### config.mk
export PLATFORM = sky130hd
export DESIGN_NAME = lane_read_training_ctrl_flat
export DESIGN_NICKNAME = d
export VERILOG_FILES = /design/src/rtl/lane_read_training_ctrl_if.sv /design/src/rtl/lane_read_training_ctrl.sv /design/src/flat_wrapper.sv
export SDC_FILE = /design/constraint.sdc
export NUM_CORES = 1
export LEC_CHECK = 0
export ABC_AREA = 1
export BUFFER_PORTS_ARGS = -buffer_cell sky130_fd_sc_hd__clkbuf_2
export CAP_MARGIN = 10
export CORE_MARGIN = 2
export CORE_UTILIZATION = 40
export CTS_BUF_LIST = sky130_fd_sc_hd__clkbuf_4 sky130_fd_sc_hd__clkbuf_8 sky130_fd_sc_hd__clkbuf_16
export CTS_CLUSTER_SIZE = 28
export DETAILED_ROUTE_END_ITERATION = 8
export PLACE_DENSITY = 0.59
export SLEW_MARGIN = 20
export SYNTH_ARGS = -nofsm -noshare
export SYNTH_HDL_FRONTEND = slang
export SYNTH_SLANG_ARGS = --single-unit
### constraint.sdc
create_clock -name i_fab_clk -period 4.4 [get_ports i_fab_clk]
set_input_delay 0.88 -clock i_fab_clk [delete_from_list [all_inputs] [get_ports i_fab_clk]]
set_output_delay 0.88 -clock i_fab_clk [all_outputs]
set_load 0.05 [all_outputs]
### src/rtl/lane_read_training_ctrl_if.sv
// Signal bundle between the lane IOD read-training instance, the training master
// and the per-lane read-training sequencer.
interface lane_read_training_ctrl_if #(
    parameter int TAP_W = 7
);
    logic               train_start;
    logic [7:0]         rx_data;
    logic               eye_monitor_early;
    logic               eye_monitor_late;
    logic               delay_line_out_of_range;
    logic               delay_line_load;
    logic               delay_line_move;
    logic               delay_line_direction;
    logic               eye_monitor_clear_flags;
    logic               train_busy;
    logic               train_done;
    logic               train_fail;
    logic [TAP_W-1:0]   win_start;
    logic [TAP_W:0]     win_len;
    logic [TAP_W-1:0]   final_tap;

    modport master (
        output train_start, rx_data, eye_monitor_early, eye_monitor_late, delay_line_out_of_range,
        input  delay_line_load, delay_line_move, delay_line_direction, eye_monitor_clear_flags,
        input  train_busy, train_done, train_fail, win_start, win_len, final_tap
    );

    modport slave (
        input  train_start, rx_data, eye_monitor_early, eye_monitor_late, delay_line_out_of_range,
        output delay_line_load, delay_line_move, delay_line_direction, eye_monitor_clear_flags,
        output train_busy, train_done, train_fail, win_start, win_len, final_tap
    );
endinterface

### src/rtl/lane_read_training_ctrl.sv
// Per-lane read-training sequencer: sweeps the RX delay line, finds the longest passing
// window of the training pattern and parks the delay line at the window centre.
//
// state  | meaning
// IDLE   | waiting for a start request
// LOAD   | reload delay line to tap 0, clear sweep bookkeeping
// CLEAR  | clear eye-monitor flags, clear per-tap error
// SETTLE | wait for the delay line to settle
// SAMPLE | compare RX words and eye flags against the pattern
// EVAL   | update running / best window, decide end of sweep
// STEP   | move the delay line one tap up
// RELOAD | reload to tap 0, compute the centre tap
// CENTER | walk the delay line up to the centre tap
// DONE   | result valid, waiting for the next start
module lane_read_training_ctrl #(
    parameter int         MAX_TAPS   = 128,
    parameter int         TAP_W      = 7,
    parameter int         SETTLE_CYC = 8,
    parameter int         SAMPLE_CYC = 16,
    parameter logic [7:0] PATTERN    = 8'h55,
    parameter int         MIN_WINDOW = 4
) (
    input  logic                      i_fab_clk,
    input  logic                      i_rx_sync_rst,
    lane_read_training_ctrl_if.slave  io_lane
);

    localparam int CNT_MAX = (SETTLE_CYC > SAMPLE_CYC) ? SETTLE_CYC : SAMPLE_CYC;
    localparam int CNT_W   = $clog2(CNT_MAX + 1);

    typedef enum logic [3:0] {
        S_IDLE, S_LOAD, S_CLEAR, S_SETTLE, S_SAMPLE,
        S_EVAL, S_STEP, S_RELOAD, S_CENTER, S_DONE
    } state_t;

    state_t             r_state, w_state_nxt;
    logic [TAP_W-1:0]   r_tap, w_tap_nxt;
    logic [TAP_W:0]     r_run_len, w_run_len_nxt;
    logic [TAP_W-1:0]   r_run_start, w_run_start_nxt;
    logic [TAP_W:0]     r_best_len, w_best_len_nxt;
    logic [TAP_W-1:0]   r_best_start, w_best_start_nxt;
    logic               r_err, w_err_nxt;
    logic [CNT_W-1:0]   r_cnt, w_cnt_nxt;
    logic [TAP_W-1:0]   r_step_cnt, w_step_cnt_nxt;
    logic [TAP_W-1:0]   r_target, w_target_nxt;
    logic               r_phase, w_phase_nxt;
    logic               r_load, r_move, r_dir, r_clr, r_busy, r_done, r_fail, w_fail_nxt;
    logic [TAP_W-1:0]   r_win_start, w_win_start_nxt;
    logic [TAP_W:0]     r_win_len, w_win_len_nxt;
    logic [TAP_W-1:0]   r_final_tap, w_final_tap_nxt;
    logic [TAP_W:0]     w_centre;
    logic               w_move_nxt;

    // Centre of the best window, rounded down; cannot exceed the last tap.
    assign w_centre = {1'b0, r_best_start} + ((r_best_len - (TAP_W+1)'(1)) >> 1);

    always_comb begin
        w_state_nxt      = r_state;
        w_tap_nxt        = r_tap;
        w_run_len_nxt    = r_run_len;
        w_run_start_nxt  = r_run_start;
        w_best_len_nxt   = r_best_len;
        w_best_start_nxt = r_best_start;
        w_err_nxt        = r_err;
        w_cnt_nxt        = r_cnt;
        w_step_cnt_nxt   = r_step_cnt;
        w_target_nxt     = r_target;
        w_phase_nxt      = r_phase;
        w_fail_nxt       = r_fail;
        w_win_start_nxt  = r_win_start;
        w_win_len_nxt    = r_win_len;
        w_final_tap_nxt  = r_final_tap;

        case (r_state)
            S_IDLE, S_DONE: begin
                if (io_lane.train_start) begin
                    w_state_nxt      = S_LOAD;
                    w_fail_nxt       = 1'b0;
                    w_win_start_nxt  = '0;
                    w_win_len_nxt    = '0;
                    w_final_tap_nxt  = '0;
                    w_tap_nxt        = '0;
                    w_run_len_nxt    = '0;
                    w_best_len_nxt   = '0;
                    w_best_start_nxt = '0;
                end
            end
            S_LOAD: w_state_nxt = S_CLEAR;
            S_CLEAR: begin
                w_err_nxt   = 1'b0;
                w_cnt_nxt   = CNT_W'(SETTLE_CYC - 1);
                w_state_nxt = S_SETTLE;
            end
            S_SETTLE: begin
                if (r_cnt == '0) begin
                    w_cnt_nxt   = CNT_W'(SAMPLE_CYC - 1);
                    w_state_nxt = S_SAMPLE;
                end else begin
                    w_cnt_nxt = r_cnt - CNT_W'(1);
                end
            end
            S_SAMPLE: begin
                w_err_nxt = r_err | (io_lane.rx_data != PATTERN)
                          | io_lane.eye_monitor_early | io_lane.eye_monitor_late;
                if (r_cnt == '0) w_state_nxt = S_EVAL;
                else             w_cnt_nxt   = r_cnt - CNT_W'(1);
            end
            S_EVAL: begin
                if (!r_err) begin
                    if (r_run_len == '0) w_run_start_nxt = r_tap;
                    w_run_len_nxt = r_run_len + (TAP_W+1)'(1);
                    // Strictly greater keeps the earliest window on a tie.
                    if (w_run_len_nxt > r_best_len) begin
                        w_best_len_nxt   = w_run_len_nxt;
                        w_best_start_nxt = w_run_start_nxt;
                    end
                end else begin
                    w_run_len_nxt = '0;
                end
                if ((r_tap == TAP_W'(MAX_TAPS - 1)) || io_lane.delay_line_out_of_range) begin
                    w_state_nxt     = S_RELOAD;
                    w_win_start_nxt = w_best_start_nxt;
                    w_win_len_nxt   = w_best_len_nxt;
                end else begin
                    w_state_nxt = S_STEP;
                end
            end
            S_STEP: begin
                w_tap_nxt   = r_tap + TAP_W'(1);
                w_state_nxt = S_CLEAR;
            end
            S_RELOAD: begin
                w_step_cnt_nxt = '0;
                w_phase_nxt    = 1'b0;
                if (r_best_len < (TAP_W+1)'(MIN_WINDOW)) begin
                    w_fail_nxt      = 1'b1;
                    w_final_tap_nxt = '0;
                    w_state_nxt     = S_DONE;
                end else begin
                    w_target_nxt    = w_centre[TAP_W-1:0];
                    w_fail_nxt      = 1'b0;
                    w_final_tap_nxt = '0;
                    w_state_nxt     = (w_centre[TAP_W-1:0] == '0) ? S_DONE : S_CENTER;
                end
            end
            S_CENTER: begin
                if (io_lane.delay_line_out_of_range) begin
                    w_fail_nxt      = 1'b1;
                    w_final_tap_nxt = r_step_cnt;
                    w_state_nxt     = S_DONE;
                end else if (!r_phase) begin
                    w_step_cnt_nxt = r_step_cnt + TAP_W'(1);
                    w_phase_nxt    = 1'b1;
                    if (w_step_cnt_nxt == r_target) begin
                        w_fail_nxt      = 1'b0;
                        w_final_tap_nxt = r_target;
                        w_state_nxt     = S_DONE;
                    end
                end else begin
                    w_phase_nxt = 1'b0;
                end
            end
            default: w_state_nxt = S_IDLE;
        endcase
    end

    assign w_move_nxt = (w_state_nxt == S_STEP) || ((w_state_nxt == S_CENTER) && !w_phase_nxt);

    always_ff @(posedge i_fab_clk) begin
        if (i_rx_sync_rst) begin
            r_state      <= S_IDLE;
            r_tap        <= '0;
            r_run_len    <= '0;
            r_run_start  <= '0;
            r_best_len   <= '0;
            r_best_start <= '0;
            r_err        <= 1'b0;
            r_cnt        <= '0;
            r_step_cnt   <= '0;
            r_target     <= '0;
            r_phase      <= 1'b0;
            r_load       <= 1'b0;
            r_move       <= 1'b0;
            r_dir        <= 1'b0;
            r_clr        <= 1'b0;
            r_busy       <= 1'b0;
            r_done       <= 1'b0;
            r_fail       <= 1'b0;
            r_win_start  <= '0;
            r_win_len    <= '0;
            r_final_tap  <= '0;
        end else begin
            r_state      <= w_state_nxt;
            r_tap        <= w_tap_nxt;
            r_run_len    <= w_run_len_nxt;
            r_run_start  <= w_run_start_nxt;
            r_best_len   <= w_best_len_nxt;
            r_best_start <= w_best_start_nxt;
            r_err        <= w_err_nxt;
            r_cnt        <= w_cnt_nxt;
            r_step_cnt   <= w_step_cnt_nxt;
            r_target     <= w_target_nxt;
            r_phase      <= w_phase_nxt;
            r_load       <= (w_state_nxt == S_LOAD) || (w_state_nxt == S_RELOAD);
            r_move       <= w_move_nxt;
            r_dir        <= w_move_nxt;
            r_clr        <= (w_state_nxt == S_CLEAR);
            r_busy       <= (w_state_nxt != S_IDLE) && (w_state_nxt != S_DONE);
            r_done       <= (w_state_nxt == S_DONE);
            r_fail       <= w_fail_nxt;
            r_win_start  <= w_win_start_nxt;
            r_win_len    <= w_win_len_nxt;
            r_final_tap  <= w_final_tap_nxt;
        end
    end

    assign io_lane.delay_line_load         = r_load;
    assign io_lane.delay_line_move         = r_move;
    assign io_lane.delay_line_direction    = r_dir;
    assign io_lane.eye_monitor_clear_flags = r_clr;
    assign io_lane.train_busy              = r_busy;
    assign io_lane.train_done              = r_done;
    assign io_lane.train_fail              = r_fail;
    assign io_lane.win_start               = r_win_start;
    assign io_lane.win_len                 = r_win_len;
    assign io_lane.final_tap               = r_final_tap;

endmodule

### src/flat_wrapper.sv
// flat-port wrapper written by rule: the top's interface ports become plain ports
module lane_read_training_ctrl_flat 
#(
    parameter int         MAX_TAPS   = 128,
    parameter int         TAP_W      = 7,
    parameter int         SETTLE_CYC = 8,
    parameter int         SAMPLE_CYC = 16,
    parameter logic [7:0] PATTERN    = 8'h55,
    parameter int         MIN_WINDOW = 4
)
  (i_fab_clk, i_rx_sync_rst, io_lane_train_start, io_lane_rx_data, io_lane_eye_monitor_early, io_lane_eye_monitor_late, io_lane_delay_line_out_of_range, io_lane_delay_line_load, io_lane_delay_line_move, io_lane_delay_line_direction, io_lane_eye_monitor_clear_flags, io_lane_train_busy, io_lane_train_done, io_lane_train_fail, io_lane_win_start, io_lane_win_len, io_lane_final_tap);
  lane_read_training_ctrl_if #(.TAP_W(TAP_W)) io_lane_i ();
  input  logic i_fab_clk;
  input  logic i_rx_sync_rst;
  input wire logic [$bits(io_lane_i.train_start)-1:0] io_lane_train_start;
  input wire logic [$bits(io_lane_i.rx_data)-1:0] io_lane_rx_data;
  input wire logic [$bits(io_lane_i.eye_monitor_early)-1:0] io_lane_eye_monitor_early;
  input wire logic [$bits(io_lane_i.eye_monitor_late)-1:0] io_lane_eye_monitor_late;
  input wire logic [$bits(io_lane_i.delay_line_out_of_range)-1:0] io_lane_delay_line_out_of_range;
  output wire logic [$bits(io_lane_i.delay_line_load)-1:0] io_lane_delay_line_load;
  output wire logic [$bits(io_lane_i.delay_line_move)-1:0] io_lane_delay_line_move;
  output wire logic [$bits(io_lane_i.delay_line_direction)-1:0] io_lane_delay_line_direction;
  output wire logic [$bits(io_lane_i.eye_monitor_clear_flags)-1:0] io_lane_eye_monitor_clear_flags;
  output wire logic [$bits(io_lane_i.train_busy)-1:0] io_lane_train_busy;
  output wire logic [$bits(io_lane_i.train_done)-1:0] io_lane_train_done;
  output wire logic [$bits(io_lane_i.train_fail)-1:0] io_lane_train_fail;
  output wire logic [$bits(io_lane_i.win_start)-1:0] io_lane_win_start;
  output wire logic [$bits(io_lane_i.win_len)-1:0] io_lane_win_len;
  output wire logic [$bits(io_lane_i.final_tap)-1:0] io_lane_final_tap;
  assign io_lane_i.train_start = io_lane_train_start;
  assign io_lane_i.rx_data = io_lane_rx_data;
  assign io_lane_i.eye_monitor_early = io_lane_eye_monitor_early;
  assign io_lane_i.eye_monitor_late = io_lane_eye_monitor_late;
  assign io_lane_i.delay_line_out_of_range = io_lane_delay_line_out_of_range;
  assign io_lane_delay_line_load = io_lane_i.delay_line_load;
  assign io_lane_delay_line_move = io_lane_i.delay_line_move;
  assign io_lane_delay_line_direction = io_lane_i.delay_line_direction;
  assign io_lane_eye_monitor_clear_flags = io_lane_i.eye_monitor_clear_flags;
  assign io_lane_train_busy = io_lane_i.train_busy;
  assign io_lane_train_done = io_lane_i.train_done;
  assign io_lane_train_fail = io_lane_i.train_fail;
  assign io_lane_win_start = io_lane_i.win_start;
  assign io_lane_win_len = io_lane_i.win_len;
  assign io_lane_final_tap = io_lane_i.final_tap;
  lane_read_training_ctrl #(.MAX_TAPS(MAX_TAPS), .TAP_W(TAP_W), .SETTLE_CYC(SETTLE_CYC), .SAMPLE_CYC(SAMPLE_CYC), .PATTERN(PATTERN), .MIN_WINDOW(MIN_WINDOW)) u_core (.i_fab_clk(i_fab_clk), .i_rx_sync_rst(i_rx_sync_rst), .io_lane(io_lane_i));
endmodule
After elaboration in Yosys (flattened, before gate mapping). Index checks and enable logic that the tools add are counted. Widths: inputs -> output; s select.

Bitwise gates (word level): 5. Multiplexer cells: 46. Reduce and logical (&&, ||, !) cells: 27. Eq/ne operators: 26. Order comparisons: 2. Add/subtract/negate cells: 6.

Operator list (number): $mux 7 (10); $pmux 7 s2 (4); $pmux 8 s2 (3); $mux 8 (5); $pmux 4 s8 (1); $mux 4 (7); $eq 4x3->1 const B (6); $pmux 7 s3 (1); $eq 4x4->1 const B (4); $pmux 5 s3 (1); $add 7x1->7 const B (2); $eq 4x2->1 const B (3); $mux 5 (2); $reduce_and 2->1 (5); $mux 1 (9); $add 8x1->8 const B (1); $eq 4x1->1 const B (2); $gt 8x8->1 (1); $logic_not 8->1 (1); $lt 8x3->1 const B (1); $ne 2x2->1 const B (4); $ne 8x7->1 const B (1); $reduce_bool 2->1 (4); $sub 8x1->8 const B (1); other kinds (23) (33).

Bits in registers: 90. Logic and storage cells: 132.

Logic depth before layout (Yosys ltp).
Depth in word-level cells: 9. Depth in mapped cells: 21.

Worst setup path after synthesis. Ideal clock, no wire load.

Path type: register to register. From: reg u_core.r_run_len[0]. To: reg u_core.r_best_len[4]. Library setup time: 0.132 ns. Arrival: 2.475 ns. Cell stages (with the launch flop): 15. Slack: 1.793 ns. Cell sequence: dfxtp_1 > nand2_1 > nor2_1 > nand4_1 > nor2_1 > xor2_1 > inv_1 > ha_1 > nand4_1 > nor2_1 > a31oi_1 > clkbuf_1 > nand3_1 > nand3_1 > a21oi_1.

Cells in the longest elaborated chain, start to end: 5.

RTL lines: from (decl) (line lane_read_training_ctrl.sv:38) `logic [TAP_W:0] r_run_len, w_run_len_nxt;`; from (signal assigned) (line lane_read_training_ctrl.sv:195) `r_run_len <= w_run_len_nxt;`; $add 8x1->8 * (line lane_read_training_ctrl.sv:111) `w_run_len_nxt = r_run_len + (TAP_W+1)'(1);`; $gt 8x8->1 (line lane_read_training_ctrl.sv:113) `if (w_run_len_nxt > r_best_len) begin`; $mux 8 * (line lane_read_training_ctrl.sv:113); $mux 8 * (line lane_read_training_ctrl.sv:109) `if (!r_err) begin`; $pmux 8 s2 * (line lane_read_training_ctrl.sv:74) `case (r_state)`; to (signal assigned) (line lane_read_training_ctrl.sv:197) `r_best_len <= w_best_len_nxt;`; to (decl) (line lane_read_training_ctrl.sv:40) `logic [TAP_W:0] r_best_len, w_best_len_nxt;`.

Mark *: on every way between the ends. The rest lies on a longest branch, timed or not. A chain may end at the register's enable or synchronous reset.

Final worst setup path.
From: reg u_core.r_run_len[0]. To: reg u_core.r_win_len[5] (netlist: u_core.io_lane.win_len[5]).

Cells in the longest elaborated chain, start to end: 6.

RTL lines: $add 8x1->8 * (line lane_read_training_ctrl.sv:111); $gt 8x8->1 (line lane_read_training_ctrl.sv:113); $mux 8 * (line lane_read_training_ctrl.sv:113); $mux 8 * (line lane_read_training_ctrl.sv:109); $mux 8 * (line lane_read_training_ctrl.sv:120) `if ((r_tap == TAP_W'(MAX_TAPS - 1)) || io_lane.delay_line_out_of_range) begin`; $pmux 8 s2 * (line lane_read_training_ctrl.sv:74); to (signal assigned) (line lane_read_training_ctrl.sv:212) `r_win_len <= w_win_len_nxt;`; to (decl) (line lane_read_training_ctrl.sv:49) `logic [TAP_W:0] r_win_len, w_win_len_nxt;`.

Mark *: on every way between the ends. The rest lies on a longest branch, timed or not. The select of a mux whose other input is x is not followed.

==> results.py <==
metrics = {
    "outcome": {
        "status": "finished clean",
    },
    "yosys": {
        "synth_top_family_by_area": "simple AND/OR/NAND/NOR gates",
        "seq_area_frac_synth": 0.3593,
        "avgSynthCellArea_sq_um": 6.975,
        "yosys.area_share.simple": 0.2735,
        "synthAdderAreaFrac": 0.05389,
        "synth_warnings": 0,
        "synth-xor-area-share": 0.02096,
        "synthesis.nets": 754,
        "synth_seq_cells": 90,
        "ys_types": 46,
        "synth_area_sq_um": 5015,
        "synth_compound_area_frac": 0.1831,
        "synth.area.mux_share": 0,
        "syn_inst": 719,
    },
    "finish": {
        "multi_input_area_sq_um": 2665,
        "final_util": 0.4674,
        "final_cell_count_no_fill": 924,
        "drive_gt1_frac": 0.1323,
        "seqCellArea_sq_um": 1802,
        "antenna_cells": 0,
        "area_growth_pct": 12.87,
        "nets": 786,
        "fillers": 1230,
    },
    "setup_path": {
        "end_kind": "flip-flop",
        "cp_common_cell": "nand2_1",
        "critical-path-top-delay-family": "simple AND/OR/NAND/NOR gates",
        "crit_type": "reg2reg",
        "path_cells": "nand2_1 > nor2_1 > nand4_1 > nor2_1 > xor2_1 > inv_1 > ha_1 > nand4_1 > o211ai_2 > nand2_1 > nand2_1 > nand3_1 > a21oi_1",
        "cp-start-kind": "flip-flop",
        "path_buf_inv": 1,
        "timing.rr.end": "u_core.io_lane.win_len[5]$_SDFFE_PP0P_",
        "worst-r2r-cell-count": 13,
        "slowest_delay_ns": 0.53,
        "critPathSlowestCell": "o211ai_2",
        "r2r-start": "u_core.r_run_len[0]$_SDFFE_PP0P_",
        "cp.arrival_ns": 3.63,
        "crit_required_ns": 4.66,
        "crit_fanout": 16,
        "rrSetupSlack_ns": 1.03,
    },
    "timing": {
        "rsz0062_at_grt": "false",
        "worst_pin_slew_ns": 0.8929,
        "fin_crit_sh": 0.7664,
        "hold_viol_final": 0,
        "fmax_mhz": 296.5,
        "clock_skew_ns": 0.007002,
        "holdWs_ns": 0.4727,
        "finalSetupTns_ns": 0,
        "setup_viol": 0,
        "slew_viol_final": 0,
        "setup_slack_ns": 1.028,
        "min_period_ns": 3.372,
        "slew_headroom": 0.4033,
    },
    "global_route": {
        "grt_use_met3": 0.02301,
        "busiest_layer": "met2",
        "grt_pass1_vias": 4367,
        "grtUsageTotal": 0.1939,
        "antenna_found_initial": 0,
        "use_met2": 0.3111,
        "grt_pass1_wl_um": 20620,
        "use_met1": 0.2680,
        "grt_overflow_total": 0,
        "grt_max_degree": 47,
    },
    "routing": {
        "ant_nets": 0,
        "via_per_inst": 5.103,
        "drc": 0,
        "wl_per_cell_um": 13.56,
        "drt_iter0_markers": 278,
        "finalWirelength_um": 12530,
        "dr.pass1.iters": 5,
        "vias": 4715,
    },
    "min_path": {
        "min_path_type": "reg2reg",
        "worstHoldPathCells": 2,
        "hold_path.startpoint": "u_core.r_cnt[3]$_SDFFE_PP0P_",
        "holdPathEnd": "u_core.r_cnt[3]$_SDFFE_PP0P_",
    },
    "die": {
        "die_y_um": 116.0,
        "core_sq_um": 12110,
        "die_x_um": 116.0,
        "num_rows": 40,
        "io_pins": 43,
        "start_util": 0.4140,
        "die_area_sq_um": 13450,
    },
    "place": {
        "dpl.hpwl_um": 9008,
        "dp.cells": 908,
        "place_ws_ns": 1.055,
        "portBuffers": 42,
        "gp_congestion": 0.8284,
    },
    "cts": {
        "cts.sinks": 90,
        "htreeDepth": 3,
        "tritoncts": "done",
        "cts_buffers": 9,
        "root_buffer": "clkbuf_16",
        "cts_buffer_depth": 2,
        "cts.repair.resized": 0,
        "cts_hold_buf": 0,
        "clk_latency_ns": 0.34,
        "postCtsSetupRepairBufs": 0,
        "clkSlewWorstSetupHoldPaths_ns": 0.06,
    },
    "power": {
        "power.density_nw_per_um2": 486.1,
        "leakage_nw": 2.431,
        "peakVddDrop_uv": 226.8,
    },
    "job": {
        "maxCapViolCount": 0,
    },
}
## kinds of logic after synthesis
kind of cell               after synthesis
AOI/OAI and AO/OA                      162
xor gates and xnor gates                12
adders and majority gates               21
buffers and inverters                  134
DFF                                     90
and+or+nand+nor                        300
## flip-flops by register name, indices dropped and copies added (netlist names)
name,cells
u_core.r_step_cnt,7
u_core.io_lane.win_start,7
u_core.r_cnt,5
u_core.io_lane.delay_line_move,1
u_core.io_lane.train_fail,1
u_core.r_run_start,7
u_core.r_target,7
u_core.r_run_len,8
u_core.r_phase,1
u_core.r_err,1
u_core.io_lane.win_len,8
u_core.r_tap,7
u_core.io_lane.final_tap,7
u_core.r_state,4
u_core.io_lane.train_done,1
u_core.r_best_start,7
u_core.r_best_len,8
u_core.io_lane.delay_line_load,1
u_core.io_lane.eye_monitor_clear_flags,1
u_core.io_lane.train_busy,1
## synth_stat cells, drive strengths merged
master  count  share of area
nor4        1         0.0012
nand3b      5         0.0075
o211ai     11          0.017
ha         20          0.050
a211oi      1         0.0015
clkinv      1         0.0010
nor2       45          0.045
nand2     163           0.12
o21a        1         0.0015
a21boi      1         0.0037
a31oi       3         0.0037
nor3b       1         0.0015
nand4      11          0.014
inv       107          0.080
a21oi      80          0.081
a22oi       7          0.010
o21ai      52          0.053
xor2        7          0.012
a31o        1         0.0017
a221oi      3         0.0052
or2         2         0.0025
xnor2       5         0.0087
dfxtp      90           0.36
o22ai       1         0.0012
clkbuf     14          0.010
buf        12          0.018
a311oi      1         0.0017
nor3        7          0.010
fa          1         0.0040
nand3      65          0.067
## metal layers
layer / vias up / routed length (um)
met1: 2184 / 6146
li1: 2434 / -
met5: - / 0
met4: 0 / 200
met2: 83 / 5764
met3: 14 / 423
## tightest hold or removal path: stages, from the launching register on
cell and delay [ns]:
dfxtp_1 0.31, nand2_1 0.06, a21oi_1 0.06
## per-stage QoR
stage	total power, mW	cell area, sq um
after floorplan	1.717	5015
after global placement	1.907	5331
after detailed placement	1.916	5331
after CTS	2.773	5660
after global routing	2.894	5660
final	2.751	5660
## report_power, final
group	internal (mW)	total [mW]	switching [mW]
Clock	0.539	0.854	0.315
Sequential	0.921	0.997	0.0763
Combinational	0.222	0.900	0.678
## cell type report
class / instances / area share
well taps: 168 / 0.03714
flip-flops and latches: 90 / 0.3183
multi-input cells: 495 / 0.4708
clock inverters: 2 / 0.01061
inverters: 108 / 0.07184
clock buffers: 14 / 0.04752
repair buffers: 47 / 0.04377
## cells in the final DEF, fill, tap and decap left out, types with 2 or more instances in the layout
master and count:
nand2_1 158, o21ai_2 2, o211ai_1 10, nor2_4 4, clkbuf_4 4, a31oi_1 3, clkbuf_2 42, a221oi_1 3
dfxtp_1 90, ha_1 20, a21oi_1 78, o21ai_0 45, a22oi_1 7, nand3_1 63, inv_1 99, o21ai_1 5
or2_2 2, nand2_2 5, nor3_1 5, clkbuf_16 9, buf_4 5, xor2_1 7, bufinv_16 2, nand4_1 11
a21oi_2 2, nor2_1 35, nand3_2 2, nand3b_1 5, nor2_2 5, inv_2 8, xnor2_1 5
## worst max-delay path by stage
| stage | startpoint | endpoint | cells past startpoint |
|---|---|---|---|
| finish | u_core.r_run_len[0]$_SDFFE_PP0P_ | u_core.io_lane.win_len[5]$_SDFFE_PP0P_ | 13 |
| detailed placement | u_core.r_run_len[0]$_SDFFE_PP0P_ | u_core.r_best_len[6]$_SDFFE_PP0P_ | 13 |
| global route | u_core.r_run_len[0]$_SDFFE_PP0P_ | u_core.r_best_start[0]$_SDFFE_PP0P_ | 13 |
| global placement | u_core.r_run_len[0]$_SDFFE_PP0P_ | u_core.io_lane.win_len[0]$_SDFFE_PP0P_ | 13 |
| CTS | u_core.r_run_len[0]$_SDFFE_PP0P_ | u_core.io_lane.win_len[5]$_SDFFE_PP0P_ | 13 |
| floorplan | u_core.r_run_len[0]$_SDFFE_PP0P_ | u_core.r_best_len[4]$_SDFFE_PP0P_ | 14 |
Power figures use the tool's default switching activity.
